File: src/rtl/ext_bus_pkg.sv
// Shared definitions for the external-bus peripheral.
//   bus_state_e : transaction FSM states (IDLE, WAIT, ACK, DONE)
//   REG_*       : word indices of the fixed registers in the register map
//   WAIT_CNT_W  : width of the wait-state counter (holds 0..15)
package ext_bus_pkg;

    typedef enum logic [1:0] {
        ST_IDLE = 2'd0,
        ST_WAIT = 2'd1,
        ST_ACK  = 2'd2,
        ST_DONE = 2'd3
    } bus_state_e;

    localparam int REG_LED      = 0;
    localparam int REG_IRQ_STAT = 1;
    localparam int REG_IRQ_MASK = 2;
    localparam int REG_IRQ_RAW  = 3;
    localparam int REG_SCRATCH0 = 4;

    localparam int WAIT_CNT_W = 4;

endpackage

File: src/rtl/irq_edge_sync.sv
// Two-flop synchroniser plus rising-edge detector for asynchronous event inputs.
// Ports:
//   clk      in   clock
//   rst_n    in   asynchronous active-low reset
//   async_in in   NUM_IRQ raw asynchronous event lines
//   sync_out out  NUM_IRQ synchronised levels
//   rise_out out  NUM_IRQ one-cycle pulses on a synchronised 0->1 transition
module irq_edge_sync
    import ext_bus_pkg::*;
#(
    parameter int NUM_IRQ = 4
) (
    input  logic               clk,
    input  logic               rst_n,
    input  logic [NUM_IRQ-1:0] async_in,
    output logic [NUM_IRQ-1:0] sync_out,
    output logic [NUM_IRQ-1:0] rise_out
);

    logic [NUM_IRQ-1:0] meta_q, meta_d;
    logic [NUM_IRQ-1:0] sync_q, sync_d;
    logic [NUM_IRQ-1:0] prev_q, prev_d;

    always_comb begin
        meta_d = async_in;
        sync_d = meta_q;
        // prev holds the synchronised level from the previous cycle for edge detection
        prev_d = sync_q;
    end

    always_ff @(posedge clk or negedge rst_n) begin
        if (!rst_n) begin
            meta_q <= '0;
            sync_q <= '0;
            prev_q <= '0;
        end else begin
            meta_q <= meta_d;
            sync_q <= sync_d;
            prev_q <= prev_d;
        end
    end

    assign sync_out = sync_q;
    assign rise_out = sync_q & ~prev_q;

endmodule

File: src/rtl/ext_bus_periph.sv
// Wait-stated register slave on a simple enable/acknowledge bus, with an LED
// register, edge-triggered interrupt status/mask and scratch registers.
// Ports:
//   clk_clk, reset_reset_n    clock, asynchronous active-low reset
//   bus_enable, rw            transaction request (held to acknowledge), 1 = read
//   address, byte_enable      byte address and per-byte write strobes
//   write_data / read_data    write payload / registered read payload (0 outside ACK)
//   acknowledge               one-cycle completion pulse
//   irq                       registered OR of enabled interrupt status bits
//   irq_src                   asynchronous interrupt event inputs
//   led_out                   LED register drive
module ext_bus_periph
    import ext_bus_pkg::*;
#(
    parameter int DATA_W      = 16,
    parameter int ADDR_W      = 11,
    parameter int NUM_REGS    = 8,
    parameter int WAIT_STATES = 2,
    parameter int NUM_IRQ     = 4,
    parameter int LED_W       = 10
) (
    input  logic                  clk_clk,
    input  logic                  reset_reset_n,
    input  logic                  bus_enable,
    input  logic                  rw,
    input  logic [ADDR_W-1:0]     address,
    input  logic [DATA_W/8-1:0]   byte_enable,
    input  logic [DATA_W-1:0]     write_data,
    output logic [DATA_W-1:0]     read_data,
    output logic                  acknowledge,
    output logic                  irq,
    input  logic [NUM_IRQ-1:0]    irq_src,
    output logic [LED_W-1:0]      led_out
);

    localparam int BE_W    = DATA_W / 8;
    localparam int BSH     = $clog2(BE_W);
    localparam int IDX_W   = ADDR_W - BSH;
    localparam int NUM_SCR = NUM_REGS - REG_SCRATCH0;

    // Expand byte strobes into a bit mask covering the whole data word.
    function automatic logic [DATA_W-1:0] be_to_mask(input logic [BE_W-1:0] be);
        logic [DATA_W-1:0] m;
        m = '0;
        for (int b = 0; b < BE_W; b++) begin
            if (be[b]) m[b*8 +: 8] = 8'hFF;
        end
        return m;
    endfunction

    bus_state_e              state_q, state_d;
    logic [WAIT_CNT_W-1:0]   cnt_q, cnt_d;
    logic                    ack_q, ack_d;
    logic [DATA_W-1:0]       rdata_q, rdata_d;
    logic                    irq_q, irq_d;
    logic [LED_W-1:0]        led_q, led_d;
    logic [NUM_IRQ-1:0]      stat_q, stat_d;
    logic [NUM_IRQ-1:0]      mask_q, mask_d;
    logic [DATA_W-1:0]       scr_q [NUM_SCR];
    logic [DATA_W-1:0]       scr_d [NUM_SCR];

    logic                    accept;
    logic [NUM_IRQ-1:0]      irq_raw;
    logic [NUM_IRQ-1:0]      irq_rise;
    logic [IDX_W-1:0]        word_idx;
    logic                    addr_lsb_unused;
    int                      widx;
    logic [DATA_W-1:0]       be_mask;
    logic [DATA_W-1:0]       rd_cur;
    logic [DATA_W-1:0]       wr_word;
    logic                    do_wr;

    irq_edge_sync #(
        .NUM_IRQ (NUM_IRQ)
    ) u_irq_sync (
        .clk      (clk_clk),
        .rst_n    (reset_reset_n),
        .async_in (irq_src),
        .sync_out (irq_raw),
        .rise_out (irq_rise)
    );

    // Byte-offset bits inside a word carry no information for word-wide registers.
    assign word_idx        = address[ADDR_W-1:BSH];
    assign addr_lsb_unused = ^address[BSH-1:0];
    assign widx            = int'(word_idx);

    // Transaction FSM. accept marks the WAIT->ACK edge, at which the access is
    // performed so that register updates and read data line up with acknowledge.
    always_comb begin
        state_d = state_q;
        cnt_d   = cnt_q;
        accept  = 1'b0;
        unique case (state_q)
            ST_IDLE: begin
                if (bus_enable) begin
                    state_d = ST_WAIT;
                    cnt_d   = WAIT_CNT_W'(WAIT_STATES);
                end
            end
            ST_WAIT: begin
                if (!bus_enable) begin
                    // master withdrew the request: abort silently
                    state_d = ST_IDLE;
                    cnt_d   = '0;
                end else if (cnt_q == '0) begin
                    state_d = ST_ACK;
                    accept  = 1'b1;
                end else begin
                    cnt_d = cnt_q - WAIT_CNT_W'(1);
                end
            end
            ST_ACK: begin
                state_d = ST_DONE;
            end
            ST_DONE: begin
                // wait for the master to drop its request before re-arming
                if (!bus_enable) state_d = ST_IDLE;
            end
            default: begin
                state_d = ST_IDLE;
            end
        endcase
    end

    // Current value of the addressed register; indices with no register read 0.
    always_comb begin
        rd_cur = '0;
        if (widx == REG_LED) begin
            rd_cur[LED_W-1:0] = led_q;
        end else if (widx == REG_IRQ_STAT) begin
            rd_cur[NUM_IRQ-1:0] = stat_q;
        end else if (widx == REG_IRQ_MASK) begin
            rd_cur[NUM_IRQ-1:0] = mask_q;
        end else if (widx == REG_IRQ_RAW) begin
            rd_cur[NUM_IRQ-1:0] = irq_raw;
        end else begin
            for (int i = 0; i < NUM_SCR; i++) begin
                if (widx == REG_SCRATCH0 + i) rd_cur = scr_q[i];
            end
        end
    end

    // Register write path and interrupt status update.
    always_comb begin
        be_mask = be_to_mask(byte_enable);
        wr_word = (rd_cur & ~be_mask) | (write_data & be_mask);
        do_wr   = accept && !rw;
        led_d   = led_q;
        mask_d  = mask_q;
        scr_d   = scr_q;
        stat_d  = stat_q;
        if (do_wr) begin
            if (widx == REG_LED) begin
                led_d = wr_word[LED_W-1:0];
            end else if (widx == REG_IRQ_STAT) begin
                stat_d = stat_q & ~(write_data[NUM_IRQ-1:0] & be_mask[NUM_IRQ-1:0]);
            end else if (widx == REG_IRQ_MASK) begin
                mask_d = wr_word[NUM_IRQ-1:0];
            end else begin
                for (int i = 0; i < NUM_SCR; i++) begin
                    if (widx == REG_SCRATCH0 + i) scr_d[i] = wr_word;
                end
            end
        end
        // new edges are ORed in after the clear so a coincident set wins
        stat_d  = stat_d | irq_rise;
        ack_d   = accept;
        rdata_d = (accept && rw) ? rd_cur : '0;
        irq_d   = |(stat_q & mask_q);
    end

    always_ff @(posedge clk_clk or negedge reset_reset_n) begin
        if (!reset_reset_n) begin
            state_q <= ST_IDLE;
            cnt_q   <= '0;
            ack_q   <= 1'b0;
            rdata_q <= '0;
            irq_q   <= 1'b0;
            led_q   <= '0;
            stat_q  <= '0;
            mask_q  <= '0;
            for (int i = 0; i < NUM_SCR; i++) scr_q[i] <= '0;
        end else begin
            state_q <= state_d;
            cnt_q   <= cnt_d;
            ack_q   <= ack_d;
            rdata_q <= rdata_d;
            irq_q   <= irq_d;
            led_q   <= led_d;
            stat_q  <= stat_d;
            mask_q  <= mask_d;
            for (int i = 0; i < NUM_SCR; i++) scr_q[i] <= scr_d[i];
        end
    end

    assign read_data   = rdata_q;
    assign acknowledge = ack_q;
    assign irq         = irq_q;
    assign led_out     = led_q;

endmodule
File: config.mk
export PLATFORM = sky130hd
export DESIGN_NAME = ext_bus_periph
export DESIGN_NICKNAME = d
export VERILOG_FILES = /design/src/rtl/ext_bus_pkg.sv /design/src/rtl/irq_edge_sync.sv /design/src/rtl/ext_bus_periph.sv
export SDC_FILE = /design/constraint.sdc
export NUM_CORES = 1
export LEC_CHECK = 0
export BUFFER_PORTS_ARGS = -buffer_cell sky130_fd_sc_hd__buf_2
export CAP_MARGIN = 20
export CORE_UTILIZATION = 25
export CTS_CLUSTER_SIZE = 25
export DETAILED_ROUTE_END_ITERATION = 8
export GPL_ROUTABILITY_DRIVEN = 0
export PLACE_DENSITY = 0.46
export RECOVER_POWER = 25
export SLEW_MARGIN = 10
export SYNTH_ARGS = -nofsm -noshare
export SYNTH_HDL_FRONTEND = slang
export SYNTH_SLANG_ARGS = --single-unit
File: constraint.sdc
create_clock -name clk_clk -period 2.6 [get_ports clk_clk]
set_input_delay 0.26 -clock clk_clk [delete_from_list [all_inputs] [get_ports clk_clk]]
set_output_delay 0.26 -clock clk_clk [all_outputs]
set_load 0.01 [all_outputs]
==> results of run 1 <==
==> placed cells by master (no fill, tap or decap), types with 2 or more instances in the layout <==
master         netlist  routed
and2_1               6       6
a21o_1               2       2
a21oi_1             15      15
nand2b_1             3       3
o31ai_1              2       2
dlygate4sd3_1        0       5
dfrtp_1            118     118
o2111a_1             2       2
mux2_2               3       3
nand4_1              3       3
or4_1                2       2
o21ai_1             16      16
a211oi_1             6       6
a22oi_1             20      20
mux2i_1              9       9
clkbuf_16            0      17
nor3_1               6       6
a22o_1               4       4
clkinv_4             0       2
clkinv_2             0       5
nor4_4               2       2
nor4_1               4       4
or2_2                4       4
mux4_2              12      12
nor2_1              25      25
and3_1               5       5
clkbuf_8             0       2
buf_4                0      22
buf_12               0       2
o21bai_1             6       6
nand3_1              9       9
clkinvlp_4           0       3
a31o_2               2       2
nand2_1             82      82
o21ai_0             58      58
buf_2               13      62
inv_1               13      13
nor2b_1              9       9
or3_1                8       8
o22ai_1              3       3
==> area by class of cell <==
| cell class | instances | area share (%) |
|---|---|---|
| Tap cell | 275 | 5.13 |
| Clock buffer | 20 | 6.81 |
| Multi-Input combinational cell | 348 | 33.1 |
| Antenna cell | 1 | 0.0373 |
| Inverter | 14 | 0.783 |
| Clock inverter | 12 | 1.55 |
| Sequential cell | 118 | 44.0 |
| Timing Repair Buffer | 93 | 8.62 |
==> metal layers <==
metal  vias up  track usage, %  part of all wire [%]
met5         -               0                     0
met4         0            6.65                   1.8
li1       1999               -                     -
met1      2073            18.3                    46
met2       107            23.2                    47
met3        23            3.77                   4.6
==> where the power goes <==
group | switching [W] | leakage (nW) | internal [W]
combinational | 0.000291 | 1.18 | 0.000184
clock | 0.000859 | 0.272 | 0.00136
sequential | 0.0000671 | 1.57 | 0.00189
total | 0.00122 | 3.02 | 0.00343
==> cells by family after synthesis <==
kind of cell / synth area share (%)
AO/OA/AOI/OAI: 17.0
XOR/XNOR: 0.163
adder cells (fa/ha/maj): 0.233
buffers and inverters: 3.59
flip-flops: 55.1
multiplexers: 7.35
AND/OR/NAND/NOR: 16.6
==> flip-flops by register name, indices dropped and copies added (netlist names), named ones only <==
name / cells
scr_q: 64
read_data: 16
led_out: 10
cnt_q: 4
mask_q: 4
stat_q: 4
u_irq_sync.meta_q: 4
u_irq_sync.prev_q: 4
u_irq_sync.sync_out: 4
acknowledge: 1
irq: 1
state_q: 1
==> critical path: cells and delay by family (launching register included) <==
kind | cells | cell delay, ns
buffers and inverters | 2 | 0.31
and+or+nand+nor | 4 | 1.31
AOI/OAI and AO/OA | 1 | 0.06
adders and majority gates | 1 | 0.18
DFF | 1 | 0.41
==> stage by stage <==
step	worst slack (ns)	power, W	std cells	util [%]	hold slack (ns)
after global routing	0.0446	0.00487	880	31.9	0.133
final	0.187	0.00465	881	31.9	0.136
after detailed placement	0.198	0.00247	843	29.1	0.264
after floorplan	0.443	0.00227	509	-	-0.0356
after CTS	0.186	0.00472	880	32.0	0.119
after global placement	0.216	0.00245	843	29.1	0.259
==> synth_stat cells, drive strengths merged (2+ instances only) <==
master and number:
dfrtp 118, nand2 82, o21ai 74, nor2 25, a22oi 20, buf 16, a21oi 15, clkbuf 13
inv 13, mux4 12, mux2i 9, nand3 9, nor2b 9, nor3 8, or3 8, a211oi 6
and2 6, nor4 6, o21bai 6, and3 5, a22o 4, nand4 4, or2 4, mux2 3
nand2b 3, o22ai 3, a21o 2, a31o 2, o2111a 2, o31ai 2, or4 2
==> worst min path at each step <==
stage                  startpoint                    endpoint  slack [ns]  cells after the start
floorplan           reset_reset_n  asynchronous set/reset pin       -0.04                      0
global placement    reset_reset_n               read_data[13]        0.26                      1
detailed placement  reset_reset_n               read_data[13]        0.26                      1
CTS                 write_data[1]                  led_out[1]        0.12                      3
global route        write_data[2]                   stat_q[2]        0.13                      3
finish              write_data[1]                  led_out[1]        0.14                      3
==> summary.md, run 1 <==
| Metric | Value |
|---|---|
| Initial Util | `25.5%` |
| Layout fillers | `2,145` |
| Share of layout cells above drive strength 1 | `24.5%` |
| Design area | `6710 sq um` |
| Max Cap Viol | `0` |
| WS Path Type | `reg -> reg` |
| Dpl cell area | `6110 sq um` |
| Via/cell ratio | `4.77` |
| DR WL/cell | `16.8 microns` |
| Post-CTS Hold Fix Bufs | `5` |
| Fin Clk Skew | `0.00857 ns` |
| Hold Crit Class | `in -> reg` |
| Vias | `4,202` |
| Slowest stage cell, crit path | `or4b_1` |
| Antenna-violating nets left | `0` |
| Crit path DAT | `2.68 ns` |
| Mapped Avg Cell Area | `10.5 sq um` |
| Crit-path cells | `inv_1 -> ha_1 -> or3b_4 -> nor4_4 -> or4b_1 -> buf_4 -> nand2_1 -> o21ai_1` |
| Total gr overflow | `0` |
| DIE WIDTH | `148 microns` |
| Library cells used by synthesis | `56` |
| Hpwl dp | `10,500 microns` |
| Peak VDD IR | `0.000352 V` |
| Drt drc | `0` |
| Total core area | `21,000 sq um` |
| Post-Synthesis Cells | `509` |
| Startpoint Class | `register` |
| Most used DFF post-synth | `dfrtp_1` |
| Critical R2R Launch | `cnt_q[0]` |
| FF-to-FF setup slack | `0.19 ns` |
| Slew Limit Headroom | `37.7%` |
| Syn Nets | `547` |
| Die Height | `148 microns` |
| Async SR Flop Fraction | `100%` |
| Area grow syn2layout | `25.1%` |
| DRT Pass-1 Iters | `5` |
| Sequential area share after synthesis | `55.1%` |
| Nets | `630` |
| Final Hold Fails | `0` |
| Post-synth EDFFs | `0` |
| Capturing point of the worst reg2reg path | `scr_q[37]` |
| Leakage power | `3.02 nW` |
| Post-Syn Area | `5360 sq um` |
| Area of the multi-input gates | `2220 sq um` |
| First-pass GRT wire length | `23,800 microns` |
| Initial antenna violation count | `0` |
| CP endpoint | `scr_q[37]` |
| Clock Latency Late Sink | `0.42 ns` |
| Crit path required time | `2.87 ns` |
| Vias in the first global route | `4,413` |
| Main area contributors after synthesis | `dfrtp_1, nand2_1, o21ai_0` |
| H-Tree Level Count | `4` |
| Clock-pin slew on the worst setup and hold paths | `0.06 ns` |
| Synth Register Bits | `118` |
| Max Buffers Root-to-Sink | `2` |
| FMAX | `414 MHz` |
| CP peak stage delay | `0.60 ns` |
| Starting DRT DRC Count | `243` |
| CTS Sinks | `118` |
| Pwr Density | `693 nW/um^2` |
| Largest net degree at the start of global routing | `59` |
| Setup violators final | `0` |
| Setup TNS | `0 ns` |
| Full die area | `22,000 sq um` |
| Post-CTS sizing | `0` |
| Site Rows | `53` |
| Fin crit period | `2.41 ns` |
| CP startpoint | `cnt_q[0]` |
| Worst setup EP type | `register` |
| Post-CTS setup buffer count | `0` |
| Tcrit/Tclk final | `92.8%` |
| Clock Tree Root | `clkbuf_16` |
| RSZ-0062 raised after global routing | `no` |
| IO Port Bufs | `63` |
| Top Ports | `65` |
| CTS tree | `yes` |
| CTS Buf Count | `17` |
| Synth Warn # | `0` |
| Final WL | `14,800 microns` |
| Post-synth top area cell | `dfrtp_1` |
| Sequential Area | `2950 sq um` |
| Max-slew violations | `0` |
| Worst-path maximum fanout | `12` |
| Worst r2r path cells | `8` |
| Total Routing Usage GR | `14.5%` |
| Worst Tran Pin Value | `0.935 ns` |
| Top cell type's share of synthesized area | `55.1%` |
| Outcome | `finished clean` |
No activity file was read; power rests on OpenSTA's default activity.
==> run 2, diff against run 1 <==
- PLACE_DENSITY: 0.46 -> 0.47
- clock period: 2.6 -> 2.2 ns (I/O delays scaled with it)
==> summary.md, run 2 (synthesized netlist as in run 1, its figures left out) <==
| Metric | Value |
|---|---|
| CTS tree | `yes (unchanged)` |
| Worst-path maximum fanout | `13 (was 12)` |
| Share of layout cells above drive strength 1 | `29.7% (was 24.5%)` |
| Dpl ws | `0.0170 ns (was 0.198 ns)` |
| CTS Sinks | `118 (unchanged)` |
| Final Hold Fails | `0 (unchanged)` |
| H-Tree Level Count | `4 (unchanged)` |
| Slowest stage cell, crit path | `or4b_4 (was or4b_1)` |
| Delay-heaviest family, CP | `simple AND/OR/NAND/NOR gates (unchanged)` |
| Outcome | `finished clean (unchanged)` |
| DRT Pass-1 Iters | `6 (was 5)` |
| Total gr overflow | `0 (unchanged)` |
| Slew Limit Headroom | `31.7% (was 37.7%)` |
| Worst setup EP type | `register (unchanged)` |
| Peak VDD IR | `0.000565 V (was 0.000352 V)` |
| Final WL | `15,600 microns (was 14,800 microns)` |
| Hpwl dp | `10,800 microns (was 10,500 microns)` |
| Commonest cells after routing, fill and taps aside | `dfrtp_1, nand2_1, buf_2 (unchanged)` |
| Pwr Density | `839 nW/um^2 (was 693 nW/um^2)` |
| Full die area | `22,000 sq um (unchanged)` |
| Leakage power | `3.19 nW (was 3.02 nW)` |
| Clock Latency Late Sink | `0.42 ns (about the same)` |
| Total Routing Usage GR | `14.7% (was 14.5%)` |
| FMAX | `455 MHz (was 414 MHz)` |
| Top Ports | `65 (unchanged)` |
| Area grow syn2layout | `30.8% (was 25.1%)` |
| Worst Tran Pin Value | `1.02 ns (was 0.935 ns)` |
| Startpoint Class | `register (unchanged)` |
| Nets | `654 (was 630)` |
| Initial Util | `25.5% (unchanged)` |
| Via/cell ratio | `4.72 (was 4.77)` |
| CP peak stage delay | `0.57 ns (was 0.60 ns)` |
| DIE WIDTH | `148 microns (unchanged)` |
| Final WS setup | `0.00341 ns (was 0.187 ns)` |
| Largest register by flop count | `scr_q (unchanged)` |
| Max Cap Viol | `0 (unchanged)` |
| Most common cell after layout, fill and taps aside | `dfrtp_1 (unchanged)` |
| Tcrit/Tclk final | `99.8% (was 92.8%)` |
| Clock-pin slew on the worst setup and hold paths | `0.06 ns (about the same)` |
| Total core area | `21,000 sq um (unchanged)` |
| Die Height | `148 microns (unchanged)` |
| Vias in the first global route | `4,381 (was 4,413)` |
| Largest net degree at the start of global routing | `42 (was 59)` |
| Site Rows | `53 (unchanged)` |
| CP bufs+invs | `2 (unchanged)` |
| Drt drc | `0 (unchanged)` |
| CTS Buf Count | `17 (unchanged)` |
| Antenna-violating nets left | `0 (unchanged)` |
| Max Buffers Root-to-Sink | `2 (unchanged)` |
| Fin crit period | `2.20 ns (was 2.41 ns)` |
| WS Path Type | `reg -> reg (unchanged)` |
| DR WL/cell | `17.2 microns (was 16.8 microns)` |
| First-pass GRT wire length | `24,100 microns (was 23,800 microns)` |
| Fin Clk Skew | `0.0104 ns (was 0.00857 ns)` |
| Crit path required time | `2.49 ns (was 2.87 ns)` |
| Max reg flops | `64 (unchanged)` |
| Diode count | `0 (was 1)` |
| Clock Tree Root | `clkbuf_16 (unchanged)` |
| Setup violators final | `0 (unchanged)` |
| Crit-path cells | `inv_2 -> ha_4 -> or3b_4 -> nor4_4 -> or4b_4 -> clkbuf_16 -> nand2_2 -> o21ai_1 (was inv_1 -> ha_1 -> or3b_4 -> nor4_4 -> or4b_1 -> buf_4 -> nand2_1 -> o21ai_1)` |
| RSZ-0062 raised after global routing | `yes (was no)` |
| Hold Crit Class | `in -> reg (unchanged)` |
| Initial antenna violation count | `0 (unchanged)` |
| Vias | `4,268 (was 4,202)` |
| Max-slew violations | `0 (unchanged)` |
| Setup TNS | `0 ns (unchanged)` |
| Starting DRT DRC Count | `260 (was 243)` |
| Crit path DAT | `2.48 ns (was 2.68 ns)` |
| IO Port Bufs | `63 (unchanged)` |
==> run 2: worst paths after layout <==
path                                      start                      to  slack (ns)  cells after the start
setup / recovery                       cnt_q[1]               scr_q[40]       0.003                      8
hold reg to reg            u_irq_sync.meta_q[0]  u_irq_sync.sync_out[0]        0.35                      0
max in group asynchronous         reset_reset_n               stat_q[0]        0.46                      3
setup reg to reg                       cnt_q[1]               scr_q[40]       0.003                      8
min in group asynchronous         reset_reset_n               scr_q[61]        0.52                      2
hold / removal                    write_data[3]               stat_q[3]        0.09                      3
==> run 2: layout make-up <==
type,instances,area (sq um)
fillers,2121,14000
flip-flops and latches,118,2950
multi-input cells,348,2260
repair buffers,117,793
clock buffers,19,443
well taps,275,344
clock inverters,13,169
inverters,14,52.6
==> run 2: metrics by stage <==
step | cells | hold slack, ns | util [%] | total power (W) | area [sq um]
6_report | 904 | 0.0903 | 33.4 | 0.00589 | 7020
2_1_floorplan | 509 | -0.0756 | - | 0.00268 | 5360
5_1_grt | 904 | 0.0934 | 33.4 | 0.00612 | 7020
3_5_place_dp | 864 | 0.249 | 29.8 | 0.00297 | 6270
3_3_place_gp | 864 | 0.238 | 29.8 | 0.00295 | 6270
4_1_cts | 901 | 0.0724 | 33.0 | 0.00591 | 6930
==> run 2: worst min-delay path, stage by stage <==
cell and delay [ns]:
buf_2 0.11, nand2_1 0.05, a22o_1 0.11
==> run 2: repair_timing <==
item	in CTS	in global routing
resized for setup	0	19
hold buffers	5	0
setup buffers	0	1
setup endpoints to repair	0	64
endpoints found under the hold margin	42	0
==> run 2: metal layers <==
metal	global-route usage [%]	vias up	wire length, microns
met5	0	-	0
met1	19.6	2070	7430
met3	5.28	17	1010
li1	-	2041	-
met2	22.0	140	6870
met4	4.90	0	245
==> run 2: power by group <==
part	switching [W]	internal (W)	total, W
Combinational	0.000374	0.000293	0.000667
Sequential	0.0000757	0.00223	0.00231
Clock	0.00108	0.00183	0.00291
Total	0.00153	0.00435	0.00589
==> run 3, diff against run 2 <==
- CORE_UTILIZATION: 25 -> 42
- PLACE_DENSITY: 0.47 -> 0.68
==> summary.md, run 3 (synthesized netlist as in run 1, its figures left out) <==
| Metric | Value |
|---|---|
| Starting DRT DRC Count | `330 (was 260)` |
| Design Power | `0.00588 W (was 0.00589 W)` |
| CTS tree | `yes (unchanged)` |
| Antenna-violating nets left | `0 (unchanged)` |
| IO Port Bufs | `63 (unchanged)` |
| Crit path required time | `2.48 ns (was 2.49 ns)` |
| Clock-pin slew on the worst setup and hold paths | `0.05 ns (was 0.06 ns)` |
| Final Hold Fails | `0 (unchanged)` |
| Share of layout cells above drive strength 1 | `27.7% (was 29.7%)` |
| Clock Latency Late Sink | `0.41 ns (was 0.42 ns)` |
| Worst-path maximum fanout | `15 (was 13)` |
| Leakage power | `3.16 nW (was 3.19 nW)` |
| Total Routing Usage GR | `22.3% (was 14.7%)` |
| Initial antenna violation count | `0 (unchanged)` |
| Hold Crit Class | `in -> reg (unchanged)` |
| Vias in the first global route | `4,316 (was 4,381)` |
| Max reg flops | `64 (unchanged)` |
| FMAX | `459 MHz (was 455 MHz)` |
| Clock Tree Root | `clkbuf_16 (unchanged)` |
| Hpwl dp | `9490 microns (was 10,800 microns)` |
| DR WL/cell | `17.3 microns (was 17.2 microns)` |
| Diode count | `0 (unchanged)` |
| Worst setup EP type | `register (unchanged)` |
| Peak VDD IR | `0.000930 V (was 0.000565 V)` |
| Commonest cells after routing, fill and taps aside | `dfrtp_1, nand2_1, buf_2 (unchanged)` |
| Largest register by flop count | `scr_q (unchanged)` |
| Via/cell ratio | `5.54 (was 4.72)` |
| CP endpoint | `scr_q[47] (was scr_q[40])` |
| Crit path DAT | `2.46 ns (was 2.48 ns)` |
| Highest routed layer | `met4 (unchanged)` |
| Top Ports | `65 (unchanged)` |
| Max Buffers Root-to-Sink | `2 (unchanged)` |
| Hold_ws | `0.105 ns (was 0.0903 ns)` |
| Total gr overflow | `0 (unchanged)` |
| Full die area | `13,200 sq um (was 22,000 sq um)` |
| Initial Util | `43.9% (was 25.5%)` |
| RSZ-0062 raised after global routing | `yes (unchanged)` |
| DR WL met2 | `6580 microns (was 6870 microns)` |
| Met3 Routed Length | `895 microns (was 1010 microns)` |
| Slew Limit Headroom | `35.0% (was 31.7%)` |
| Max-slew violations | `0 (unchanged)` |
| Die Height | `115 microns (was 148 microns)` |
| Area grow syn2layout | `27.9% (was 30.8%)` |
| CTS Buf Count | `17 (unchanged)` |
| Max Cap Viol | `0 (unchanged)` |
| Total core area | `12,200 sq um (was 21,000 sq um)` |
| WS Path Type | `reg -> reg (unchanged)` |
| Site Rows | `40 (was 53)` |
| Final WL | `13,600 microns (was 15,600 microns)` |
| Pwr Density | `858 nW/um^2 (was 839 nW/um^2)` |
| Startpoint Class | `register (unchanged)` |
| DIE WIDTH | `115 microns (was 148 microns)` |
| Hold Startpoint | `bus_enable (was write_data[3])` |
| Fin crit period | `2.18 ns (was 2.20 ns)` |
| Fin util | `56.2% (was 33.4%)` |
| Worst r2r path cells | `8 (unchanged)` |
| Layout fillers | `1,056 (was 2,121)` |
| Largest net degree at the start of global routing | `45 (was 42)` |
| FF-to-FF setup slack | `0.02 ns (was 0.003 ns)` |
| Fin Clk Skew | `0.0100 ns (was 0.0104 ns)` |
| CTS Sinks | `118 (unchanged)` |
| Setup violators final | `0 (unchanged)` |
| Capturing point of the worst reg2reg path | `scr_q[47] (was scr_q[40])` |
| Nets | `643 (was 654)` |
| CP startpoint | `cnt_q[1] (unchanged)` |
| Critical R2R Launch | `cnt_q[1] (unchanged)` |
| Tcrit/Tclk final | `99.1% (was 99.8%)` |
| First-pass GRT wire length | `22,100 microns (was 24,100 microns)` |
| Worst Tran Pin Value | `0.975 ns (was 1.02 ns)` |
| Most common cell after layout, fill and taps aside | `dfrtp_1 (unchanged)` |
| DRT Pass-1 Iters | `5 (was 6)` |
| Drt drc | `0 (unchanged)` |
| M1 WL | `5870 microns (was 7430 microns)` |
| Vias | `4,358 (was 4,268)` |
| H-Tree Level Count | `4 (unchanged)` |
| Outcome | `finished clean (unchanged)` |
==> run 3: cell types whose count changed in the layout (fill, tap and decap cells not counted), moves of 3 or more <==
cell	change
buf_12	+4
clkbuf_1	+3
buf_4	-15
inv_6	-5
==> run 3: worst min-delay path by stage <==
stage / end / cells after the start / slack (ns)
floorplan: asynchronous set/reset pin / 0 / -0.08
global placement: read_data[4] / 1 / 0.22
detailed placement: read_data[4] / 1 / 0.24
CTS: state_q[0] / 3 / 0.1
global route: stat_q[3] / 3 / 0.11
finish: state_q[0] / 3 / 0.11
==> run 3: worst max-delay path: stages (launching register included) <==
cell	delay [ns]
dfrtp_1	0.39
inv_2	0.08
ha_4	0.12
or3b_4	0.39
nor4_4	0.19
or4b_4	0.57
buf_12	0.18
nand2_2	0.06
o21ai_1	0.06
==> run 3: final cells by class <==
type	instances	area, sq um	area share [%]
multi-input combinational	348	2270	33.0
timing repair buffer	106	751	10.9
clock buffer	24	482	7.02
sequential	118	2950	43.0
clock inverter	8	145	2.12
inverter	14	52.6	0.766
tap	168	210	3.06
==> run 3: what timing repair did <==
item / in CTS / in global routing
resized for setup: 2 / 22
endpoints found under the hold margin: 41 / 0
setup buffers: 0 / 2
hold buffers: 5 / 0
endpoints found under the setup margin: 3 / 71
cloned: 0 / 1
pin swaps: 0 / 3
==> run 3: layer usage <==
| metal | track usage (%) | up-vias |
|---|---|---|
| met5 | 0 | - |
| met4 | 8.31 | 0 |
| met3 | 5.75 | 21 |
| met2 | 35.6 | 179 |
| met1 | 29.6 | 2130 |
| li1 | - | 2028 |
==> run 3: power breakdown <==
part	internal [W]	switching, W
sequential	0.00224	0.0000794
clock	0.00198	0.000938
combinational	0.000284	0.000367
total	0.00450	0.00138
==> run 3: stage by stage <==
| stage | setup WS, ns | std cells | TNS [ns] | cell area (sq um) |
|---|---|---|---|---|
| 2_1_floorplan | 0.0434 | 509 | 0 | 5360 |
| 3_5_place_dp | -0.000677 | 746 | -0.000677 | 6090 |
| 5_1_grt | -0.0429 | 786 | -0.402 | 6860 |
| 6_report | 0.0201 | 786 | 0 | 6860 |
| 4_1_cts | 0.00737 | 783 | 0 | 6770 |
| 3_3_place_gp | 0.0187 | 746 | 0 | 6090 |
